File: config.mk
export PLATFORM = sky130hd
export DESIGN_NAME = pipelined_decode
export DESIGN_NICKNAME = d
export VERILOG_FILES = /design/src/rtl/dlx_pkg.sv /design/src/rtl/reg_bank_2r1w.sv /design/src/rtl/pipelined_decode.sv
export SDC_FILE = /design/constraint.sdc
export NUM_CORES = 2
export LEC_CHECK = 0
export CAP_MARGIN = 20
export CORE_ASPECT_RATIO = 1.2
export CORE_MARGIN = 8
export CORE_UTILIZATION = 40
export CTS_CLUSTER_DIAMETER = 60
export DETAILED_ROUTE_END_ITERATION = 10
export GPL_ROUTABILITY_DRIVEN = 1
export PLACE_DENSITY = 0.6
export SLEW_MARGIN = 20
export SYNTH_ARGS = -nofsm -noshare
export SYNTH_HDL_FRONTEND = slang
export SYNTH_SLANG_ARGS = --single-unit
File: constraint.sdc
create_clock -name clock -period 111.9 [get_ports clock]
set_clock_uncertainty 0.2 [all_clocks]
set_input_delay 22.38 -clock clock [delete_from_list [all_inputs] [get_ports clock]]
set_output_delay 22.38 -clock clock [all_outputs]
set_load 0.01 [all_outputs]
File: src/rtl/dlx_pkg.sv
// Shared definitions for the DLX ID stage.
// Contents: opcode constants, control-vector widths, bit positions within
// each control vector, and a decode helper. The helper maps an opcode onto
// its control fields and its operand-use flags.
package dlx_pkg;

  localparam logic [5:0] OP_RTYPE = 6'b000000;
  localparam logic [5:0] OP_LW    = 6'b100011;
  localparam logic [5:0] OP_SW    = 6'b101011;
  localparam logic [5:0] OP_ADDI  = 6'b001000;
  localparam logic [5:0] OP_BEQ   = 6'b000100;
  localparam logic [5:0] OP_BNE   = 6'b000101;
  localparam logic [5:0] OP_J     = 6'b000010;

  localparam int EX_W = 4;
  localparam int M_W  = 2;
  localparam int WB_W = 2;

  // EX_control = {reg_dst, alu_src, alu_op[1:0]}
  localparam int EX_REG_DST   = 3;
  localparam int EX_ALU_SRC   = 2;
  localparam int EX_ALU_OP_HI = 1;
  // M_control = {mem_read, mem_write}
  localparam int M_MEM_READ   = 1;
  localparam int M_MEM_WRITE  = 0;
  // WB_control = {reg_write, mem_to_reg}
  localparam int WB_REG_WRITE  = 1;
  localparam int WB_MEM_TO_REG = 0;

  typedef struct packed {
    logic [EX_W-1:0] ex;
    logic [M_W-1:0]  m;
    logic [WB_W-1:0] wb;
    logic            uses_rt;
    logic            is_branch;  // beq or bne
    logic            is_bne;
    logic            is_jump;
  } dec_t;

  // Unknown opcodes fall through to all-zero controls, which is a NOP.
  // Branches and jumps carry no EX/M/WB controls into the pipeline.
  function automatic dec_t decode_op(input logic [5:0] op);
    dec_t d;
    d = '0;
    case (op)
      OP_RTYPE: begin
        d.ex[EX_REG_DST]    = 1'b1;
        d.ex[EX_ALU_OP_HI]  = 1'b1;
        d.wb[WB_REG_WRITE]  = 1'b1;
        d.uses_rt           = 1'b1;
      end
      OP_LW: begin
        d.ex[EX_ALU_SRC]    = 1'b1;
        d.m[M_MEM_READ]     = 1'b1;
        d.wb[WB_REG_WRITE]  = 1'b1;
        d.wb[WB_MEM_TO_REG] = 1'b1;
      end
      OP_SW: begin
        d.ex[EX_ALU_SRC]    = 1'b1;
        d.m[M_MEM_WRITE]    = 1'b1;
        d.uses_rt           = 1'b1;
      end
      OP_ADDI: begin
        d.ex[EX_ALU_SRC]    = 1'b1;
        d.wb[WB_REG_WRITE]  = 1'b1;
      end
      OP_BEQ: begin
        d.is_branch = 1'b1;
        d.uses_rt   = 1'b1;
      end
      OP_BNE: begin
        d.is_branch = 1'b1;
        d.is_bne    = 1'b1;
        d.uses_rt   = 1'b1;
      end
      OP_J: d.is_jump = 1'b1;
      default: ;
    endcase
    return d;
  endfunction

endpackage

File: src/rtl/reg_bank_2r1w.sv
// Two-read / one-write register bank.
// Ports: clock, reset (async, active-high, clears every register);
//   we/waddr/wdata write port; raddr_a/raddr_b -> rdata_a/rdata_b reads.
// Register 0 reads as zero and ignores writes. A read of the register being
// written in the same cycle returns the incoming wdata (write-through).
module reg_bank_2r1w #(
  parameter int DATA_W   = 32,
  parameter int NUM_REGS = 32,
  localparam int RA_W    = $clog2(NUM_REGS)
) (
  input  logic              clock,
  input  logic              reset,
  input  logic              we,
  input  logic [RA_W-1:0]   waddr,
  input  logic [DATA_W-1:0] wdata,
  input  logic [RA_W-1:0]   raddr_a,
  input  logic [RA_W-1:0]   raddr_b,
  output logic [DATA_W-1:0] rdata_a,
  output logic [DATA_W-1:0] rdata_b
);

  logic [DATA_W-1:0] regs_q [NUM_REGS];
  logic [DATA_W-1:0] regs_d [NUM_REGS];

  always_comb begin
    regs_d = regs_q;
    if (we && waddr != '0 && int'(waddr) < NUM_REGS) regs_d[waddr] = wdata;
    regs_d[0] = '0;
  end

  always_ff @(posedge clock or posedge reset) begin
    if (reset) begin
      for (int i = 0; i < NUM_REGS; i++) regs_q[i] <= '0;
    end else begin
      for (int i = 0; i < NUM_REGS; i++) regs_q[i] <= regs_d[i];
    end
  end

  always_comb begin
    rdata_a = '0;
    if (raddr_a != '0) begin
      if (we && waddr == raddr_a) rdata_a = wdata;
      else                        rdata_a = regs_q[raddr_a];
    end
  end

  always_comb begin
    rdata_b = '0;
    if (raddr_b != '0) begin
      if (we && waddr == raddr_b) rdata_b = wdata;
      else                        rdata_b = regs_q[raddr_b];
    end
  end

endmodule

File: src/rtl/pipelined_decode.sv
// ID stage of the 5-stage DLX pipeline, including the ID/EX register.
// Inputs: clock, reset (async, active-high); id_valid/instruc/current_PC
//   from IF/ID; WB write port (wb_reg_write/rw/busw); EX-stage occupant
//   (ex_mem_read/ex_reg_write/ex_rd); MEM-stage occupant (mem_mem_read/
//   mem_reg_write/mem_rd/mem_result).
// Combinational outputs: stall, pc_sel, target_pc.
// Registered outputs: EX/M/WB controls, bus_a/bus_b/immed_ext, rs_q/rt_q/
//   rd_q, ex_valid.
// ex_valid qualifies the ID/EX slot: when it is 0 every registered output
// is 0 and EX must treat the slot as a bubble. There is no back-pressure
// from EX; the register updates every cycle.
module pipelined_decode
  import dlx_pkg::*;
#(
  parameter int DATA_W   = 32,
  parameter int PC_W     = 10,
  parameter int NUM_REGS = 32,
  localparam int RA_W    = $clog2(NUM_REGS)
) (
  input  logic              clock,
  input  logic              reset,
  input  logic              id_valid,
  input  logic [31:0]       instruc,
  input  logic [PC_W-1:0]   current_PC,
  input  logic              wb_reg_write,
  input  logic [RA_W-1:0]   rw,
  input  logic [DATA_W-1:0] busw,
  input  logic              ex_mem_read,
  input  logic              ex_reg_write,
  input  logic [RA_W-1:0]   ex_rd,
  input  logic              mem_mem_read,
  input  logic              mem_reg_write,
  input  logic [RA_W-1:0]   mem_rd,
  input  logic [DATA_W-1:0] mem_result,
  output logic              stall,
  output logic              pc_sel,
  output logic [PC_W-1:0]   target_pc,
  output logic [EX_W-1:0]   EX_control,
  output logic [M_W-1:0]    M_control,
  output logic [WB_W-1:0]   WB_control,
  output logic [DATA_W-1:0] bus_a,
  output logic [DATA_W-1:0] bus_b,
  output logic [DATA_W-1:0] immed_ext,
  output logic [RA_W-1:0]   rs_q,
  output logic [RA_W-1:0]   rt_q,
  output logic [RA_W-1:0]   rd_q,
  output logic              ex_valid
);

  typedef struct packed {
    logic              valid;
    logic [EX_W-1:0]   ex;
    logic [M_W-1:0]    m;
    logic [WB_W-1:0]   wb;
    logic [DATA_W-1:0] a;
    logic [DATA_W-1:0] b;
    logic [DATA_W-1:0] imm;
    logic [RA_W-1:0]   rs;
    logic [RA_W-1:0]   rt;
    logic [RA_W-1:0]   rd;
  } idex_t;

  logic [RA_W-1:0]   rs, rt, rd;
  logic [DATA_W-1:0] rd_a, rd_b, br_a, br_b, imm_ext;
  dec_t              dec;
  logic              load_use, br_ex_hz, br_mem_hz, taken, bubble;
  idex_t             idex_d, idex_q;

  assign rs      = instruc[21 +: RA_W];
  assign rt      = instruc[16 +: RA_W];
  assign rd      = instruc[11 +: RA_W];
  assign dec     = decode_op(instruc[31:26]);
  assign imm_ext = {{(DATA_W-16){instruc[15]}}, instruc[15:0]};

  reg_bank_2r1w #(.DATA_W(DATA_W), .NUM_REGS(NUM_REGS)) u_bank (
    .clock   (clock),
    .reset   (reset),
    .we      (wb_reg_write),
    .waddr   (rw),
    .wdata   (busw),
    .raddr_a (rs),
    .raddr_b (rt),
    .rdata_a (rd_a),
    .rdata_b (rd_b)
  );

  // Branch comparator may take a finished ALU result from MEM. A load in
  // MEM has no data yet, so it is excluded here and handled as a stall.
  always_comb begin
    br_a = rd_a;
    br_b = rd_b;
    if (mem_reg_write && !mem_mem_read && mem_rd == rs && rs != '0) br_a = mem_result;
    if (mem_reg_write && !mem_mem_read && mem_rd == rt && rt != '0) br_b = mem_result;
  end

  always_comb begin
    load_use  = ex_mem_read && ex_rd != '0 &&
                (ex_rd == rs || (dec.uses_rt && ex_rd == rt));
    br_ex_hz  = dec.is_branch && ex_reg_write && ex_rd != '0 &&
                (ex_rd == rs || ex_rd == rt);
    br_mem_hz = dec.is_branch && mem_mem_read && mem_rd != '0 &&
                (mem_rd == rs || mem_rd == rt);
    // Reset drops any pending stall so fetch is not held while flushing.
    stall     = id_valid && !reset && (load_use || br_ex_hz || br_mem_hz);
  end

  always_comb begin
    taken = dec.is_jump;
    if (dec.is_branch) taken = dec.is_bne ? (br_a != br_b) : (br_a == br_b);
    pc_sel    = id_valid && !stall && taken;
    // Branch offset is truncated to PC_W so the sum wraps.
    target_pc = dec.is_jump ? instruc[PC_W-1:0] : current_PC + instruc[PC_W-1:0];
  end

  assign bubble = stall || !id_valid;

  always_comb begin
    idex_d = '0;
    if (!bubble) begin
      idex_d.valid = 1'b1;
      idex_d.ex    = dec.ex;
      idex_d.m     = dec.m;
      idex_d.wb    = dec.wb;
      idex_d.a     = rd_a;
      idex_d.b     = rd_b;
      idex_d.imm   = imm_ext;
      idex_d.rs    = rs;
      idex_d.rt    = rt;
      idex_d.rd    = rd;
    end
  end

  always_ff @(posedge clock or posedge reset) begin
    if (reset) idex_q <= '0;
    else       idex_q <= idex_d;
  end

  assign ex_valid   = idex_q.valid;
  assign EX_control = idex_q.ex;
  assign M_control  = idex_q.m;
  assign WB_control = idex_q.wb;
  assign bus_a      = idex_q.a;
  assign bus_b      = idex_q.b;
  assign immed_ext  = idex_q.imm;
  assign rs_q       = idex_q.rs;
  assign rt_q       = idex_q.rt;
  assign rd_q       = idex_q.rd;

endmodule
Word level (Yosys, flattened, before mapping)
Cells that the tools add are included.
{"block": "word_totals", "inputBits": 129, "reg_bits": 1112, "output_inout_bits": 132, "word_cells": 133}
{"block": "op_classes", "n_lt_le_gt_ge": 4, "n_mux": 28, "n_bitwise": 3, "n_reduce_logical": 42, "eq_ne": 14, "n_addsub": 1}
{"operator": "$bwmux W1024", "n": 1}
{"operator": "$mux W32", "n": 11}
{"operator": "$bmux W32 S5", "n": 2}
{"operator": "$demux W32 S5", "n": 1}
{"operator": "$mux W120", "n": 1}
{"operator": "$eq A32 B32 Y1", "n": 1}
{"operator": "$ne A32 B32 Y1", "n": 1}
{"operator": "$eq A5 B5 Y1", "n": 6}
{"operator": "$reduce_bool A5 Y1", "n": 5}
{"operator": "$logic_and A1 B1 Y1", "n": 22}
{"operator": "$ge A6 B6 Y1 const B", "n": 3}
{"operator": "$not A5 Y6", "n": 3}
{"operator": "$eq A6 B3 Y1 const B", "n": 2}
{"operator": "$eq A6 B6 Y1 const B", "n": 2}
{"operator": "$mux W1", "n": 11}
{"operator": "$add A10 B10 Y10", "n": 1}
{"operator": "$mux W10", "n": 1}
{"operator": "$eq A6 B2 Y1 const B", "n": 1}
{"operator": "$eq A6 B4 Y1 const B", "n": 1}
{"operator": "$logic_not A6 Y1", "n": 1}
{"operator": "$logic_or A1 B1 Y1", "n": 6}
{"operator": "$lt A6 B1 Y1 const B", "n": 1}
{"operator": "$reduce_or A3 Y1", "n": 2}
{"operator": "$logic_not A1 Y1", "n": 4}
{"operator": "other kinds (2)", "n": 2}

Logic depth before layout (Yosys ltp)
{"block": "depth", "depth_word": 12, "depth_mapped": 19, "ltp_nobuf": 13}

Modules after synthesis
Synthesis repeated with hierarchy kept, for this count alone.
{"block": "unflattened", "hier_cells": 4386, "area_unflattened_um2": 59500.8}
{"mod": "reg_bank_2r1w", "n_inst": 1, "seq_area_each_um2": 24823.8, "cells_each": 3716, "area_each_um2": 53531.3}
{"mod": "pipelined_decode", "n_inst": 1, "seq_area_each_um2": 2402.3, "cells_each": 670, "area_each_um2": 5969.5}

Worst setup path after synthesis
Ideal clock, no wire load.
{"block": "synth_timing", "path_kind": "in2out", "start": "in reset", "end": "out pc_sel", "n_path_buf": 0, "cell_stages": 7, "setup_slack_ps": 39695, "required_time_ps": 89320, "arrival_ps": 49625, "cell_sequence": "inv_1 -> o211ai_1 -> nand2_1 -> inv_1 -> nand3_1 -> mux2_2 -> o221ai_2"}
{"block": "synth_via", "elab_chain_cells": 6}
{"item": "from (decl)", "line_no": "pipelined_decode.sv:21", "rtl": "input logic reset,"}
{"item": "$logic_not A1 Y1 (no source line)"}
{"item": "$logic_and A1 B1 Y1 (2 in a row)", "line_no": "pipelined_decode.sv:104", "rtl": "stall = id_valid && !reset && (load_use || br_ex_hz || br_mem_hz);"}
{"item": "$logic_not A1 Y1", "line_no": "pipelined_decode.sv:110", "rtl": "pc_sel = id_valid && !stall && taken;"}
{"item": "$logic_and A1 B1 Y1 (2 in a row)", "line_no": "pipelined_decode.sv:110"}
{"item": "to (decl)", "line_no": "pipelined_decode.sv:36", "rtl": "output logic pc_sel,"}
No other way between the ends.

Worst setup path after layout
{"block": "layout_timing", "start": "in instruc[17]", "end": "out pc_sel"}
{"block": "layout_via", "elab_chain_cells": 11, "elab_cells_between_ends": 31}
{"item": "from (decl)", "line_no": "pipelined_decode.sv:23", "rtl": "input logic [31:0] instruc,"}
{"item": "$not A5 Y6 (implied by the code)", "line_no": "reg_bank_2r1w.sv:51", "rtl": "else rdata_b = regs_q[raddr_b];"}
{"item": "$bmux W32 S5", "line_no": "reg_bank_2r1w.sv:51"}
{"item": "$mux W32 (implied by the code) (2 in a row)", "line_no": "reg_bank_2r1w.sv:51"}
{"item": "$mux W32", "line_no": "reg_bank_2r1w.sv:50", "rtl": "if (we && waddr == raddr_b) rdata_b = wdata;"}
{"item": "$mux W32", "line_no": "reg_bank_2r1w.sv:49", "rtl": "if (raddr_b != '0) begin"}
{"item": "$mux W32", "line_no": "pipelined_decode.sv:93", "rtl": "if (mem_reg_write && !mem_mem_read && mem_rd == rt && rt != '0) br_b = mem_result;"}
{"item": "$eq A32 B32 Y1 or $ne A32 B32 Y1 (tied branches)", "line_no": "pipelined_decode.sv:109", "rtl": "if (dec.is_branch) taken = dec.is_bne ? (br_a != br_b) : (br_a == br_b);"}
{"item": "$mux W1 (2 in a row)", "line_no": "pipelined_decode.sv:109"}
{"item": "$logic_and A1 B1 Y1 (*)", "line_no": "pipelined_decode.sv:110"}
Mark *: on every way between the ends. The rest lies on a longest branch, timed or not. The select of a mux whose other input is x is not followed.

==> results.py <==
metrics = {
    "outcome": {
        "status": "finished clean",
    },
    "power_and_ir_drop": {
        "cellPowerDensity_nw_per_um2": 17.4,
        "max-vdd-ir-drop_mv": 0.0121,
        "leakagePower_nw": 29.0,
        "power_mw": 1.19,
    },
    "die": {
        "rows": 156,
        "initial_core_util": 0.402,
        "core_um2": 150000,
        "die_area_um2": 164000,
        "die_h_um": 442,
        "ios": 261,
        "fp.dieW_um": 371,
    },
    "synth": {
        "ys_ff_latch": 1088,
        "yosysWarnings": 0,
        "yosysSeqAreaShare": 0.450,
        "ys_top_cells_by_area": "dfrtp_1 45%, mux2_2 20%, mux4_2 15%, mux2i_1 2.1%, clkbuf_1 1.4%",
        "synth_ff_type": "dfrtp_1",
        "synth_top_area_frac": 0.450,
        "synth_edf_count": 0,
        "synth_top_cells_by_count": "1088 x dfrtp_1, 1079 x mux2_2, 410 x mux4_2",
        "syn_inst": 4474,
        "synthDistinctLibCells": 92,
        "async_flop_share": 1.00,
        "post-synth-top-area-cell": "dfrtp_1",
        "avgSynthCellArea_um2": 13.5,
        "yosysMostFrequentCell": "dfrtp_1",
        "synth_fp_nets": 4613,
        "synth_area_um2": 60500,
    },
    "route": {
        "final_antenna_net_count": 0,
        "drc": 0,
        "wirelength_um": 249000,
        "viasPerCell": 6.72,
        "firstDrtPassIters": 7,
        "via_count": 44500,
        "drt_iter0_markers": 5565,
        "avgRoutedWirePerCell_um": 37.7,
    },
    "global_route": {
        "grt_pass1_vias": 44400,
        "grt_max_degree": 161,
        "antenna_found_initial": 26,
        "grt_pass1_wl_um": 350000,
        "grtUsageTotal": 0.297,
        "overflow": 0,
    },
    "final_layout": {
        "syn_to_final_growth_pct": 13.5,
        "final_nets": 4675,
        "drive_gt1_frac": 0.418,
        "n_fill_cell": 13400,
    },
    "placed_design": {
        "io_buffers": 259,
        "hpwl_um": 158000,
        "gp_congestion": 0.969,
    },
    "setup_path": {
        "crit_slowest_cell": "a2111oi_0",
        "critPathCaptureType": "output port",
        "crit_type": "primary input to output port",
        "cp-start-kind": "primary input",
        "crit_start": "instruc[17]",
        "critical_path_buf_inv_count": 5,
        "critPathMaxStageDelay_ns": 1.04,
        "crit_chain": "buf_8 > buf_4 > buf_4 > buf_4 > and2_1 > a221oi_1 > a221oi_1 > a311oi_1 > a22oi_1 > a221o_1 > a221oi_1 > a2111oi_0 > nand4_1 > nor4_2 > mux2_2 > o221ai_2 > clkdlybuf4s50_1",
        "cp_max_fo": 37,
        "regToRegStartpoint": "u_bank.regs_q[119]",
        "r2r_slack_ns": 108.81,
        "worstPathArrival_ns": 29.78,
        "cp_top_family": "buffers and inverters",
        "cp.required_ns": 89.32,
    },
    "sta": {
        "max_slew.worst_pin.slew_ns": 1.27,
        "relSlewSlack": 0.146,
        "setup_tns_ns": 0,
        "fin_crit_sh": 0.468,
        "fmax_mhz": 19.1,
        "hold_viol_final": 0,
        "setup_viol": 0,
        "holdWs_ns": 0.321,
        "rsz0062_at_grt": "false",
        "timing.final.crit_period_ns": 52.36,
        "finalMaxSlewViolations": 0,
    },
    "clocking": {
        "htreeDepth": 3,
        "postCtsSetupBuffers": 0,
        "cts_tree": "built",
        "ctsHoldBuffers": 0,
        "cts_sinks": 1088,
        "clk_latency_ns": 0.79,
        "clk_pin_slew_ns": 0.06,
        "post_cts_resized": 0,
        "clockBufferDepth": 3,
        "cts_buffers": 114,
        "cts_root_buf": "clkbuf_16",
    },
    "hold_path": {
        "hold_class": "register to register",
        "min_from": "u_bank.regs_q[46]",
    },
    "run": {
        "drv_cap": 0,
    },
}
## cell type report
class / count / area, um2 / area share
clock inverters: 46 / 579 / 0.00844
clock buffers: 158 / 3290 / 0.0479
repair buffers: 413 / 3900 / 0.0568
well taps: 1975 / 2470 / 0.0360
inverters: 21 / 86.3 / 0.00126
diodes: 18 / 45.0 / 0.000656
multi-input cells: 2898 / 31100 / 0.452
flip-flops and latches: 1088 / 27200 / 0.397
## cells by family after synthesis
group	Yosys count	synth area share
AO/OA/AOI/OAI	566	0.0687
multiplexers	1621	0.377
other	1	0.0000620
AND/OR/NAND/NOR	646	0.0523
XOR/XNOR	54	0.00794
buffers and inverters	488	0.0417
flip-flops	1088	0.450
adder cells (fa/ha/maj)	10	0.00219
## cell usage in the layout, fill, tap and decap left out, types with 11 or more instances in the layout
master,n
a21oi_1,88
a211oi_1,28
nand2_1,170
clkdlybuf4s50_1,249
and2_1,23
clkbuf_16,115
a221oi_1,67
clkinv_2,14
a22oi_1,49
nand3_1,44
mux4_2,410
nor2_4,18
mux2_2,1079
nand4_1,17
dfrtp_1,1088
o211ai_1,21
a32oi_1,11
diode_2,18
nand2_2,13
xor2_1,24
o21ai_0,75
clkbuf_1,18
a221o_1,31
a22o_1,11
and3_1,34
o22ai_1,34
inv_1,14
nor3_1,40
buf_4,147
nor2b_1,13
mux2i_1,124
nor2_1,152
xnor2_1,29
clkbuf_8,25
a31oi_1,14
o21a_1,12
nand2b_1,25
or3_1,15
## power by group
part	internal, mW	total [mW]	leakage [nW]	switching, mW
Combinational	0.147	0.275	13.1	0.128
Clock	0.227	0.399	1.89	0.172
Sequential	0.467	0.520	14.0	0.0534
## worst register-to-register path: stages (launching register included)
cell and delay, ns:
dfrtp_1 0.40, mux4_2 0.47, mux2i_1 0.30, nor2_1 0.07, nor4_1 1.02, nor3_1 0.38
## metal layers
layer	wire, um	part of all wire	global-route usage
met1	94000	0.38	0.380
met5	64	0.00026	0
met2	111000	0.44	0.447
met4	18300	0.073	0.186
met3	26200	0.11	0.0777
## flip-flops by register name, summed over array words and instances (netlist names), 2 cells and up
| name | cells |
|---|---|
| rd_q | 4 |
| rs_q | 5 |
| WB_control | 2 |
| bus_a | 32 |
| bus_b | 32 |
| u_bank.regs_q | 992 |
| immed_ext | 12 |
| EX_control | 2 |
| rt_q | 5 |
## through the flow
stage | area (um2) | util | std cells | setup WS (ns)
after CTS | 68600 | 0.456 | 6598 | 59.72
final | 68700 | 0.456 | 6617 | 59.54
after detailed placement | 64700 | 0.430 | 6394 | 59.76
after global routing | 68600 | 0.456 | 6603 | 59.61
after floorplan | 60500 | - | 4474 | 39.70
after global placement | 64600 | 0.429 | 6390 | 59.74
## worst paths after layout
| check | to | cells past startpoint |
|---|---|---|
| min in group asynchronous | u_bank.regs_q[252] | 2 |
| worst min register to register | u_bank.regs_q[46] | 1 |
| max in group asynchronous | u_bank.regs_q[897] | 5 |
| worst max-delay path | pc_sel | 17 |
| worst max register to register | bus_a[23] | 5 |
| worst min-delay path | u_bank.regs_q[46] | 1 |
(Power assumes the default switching activity.)
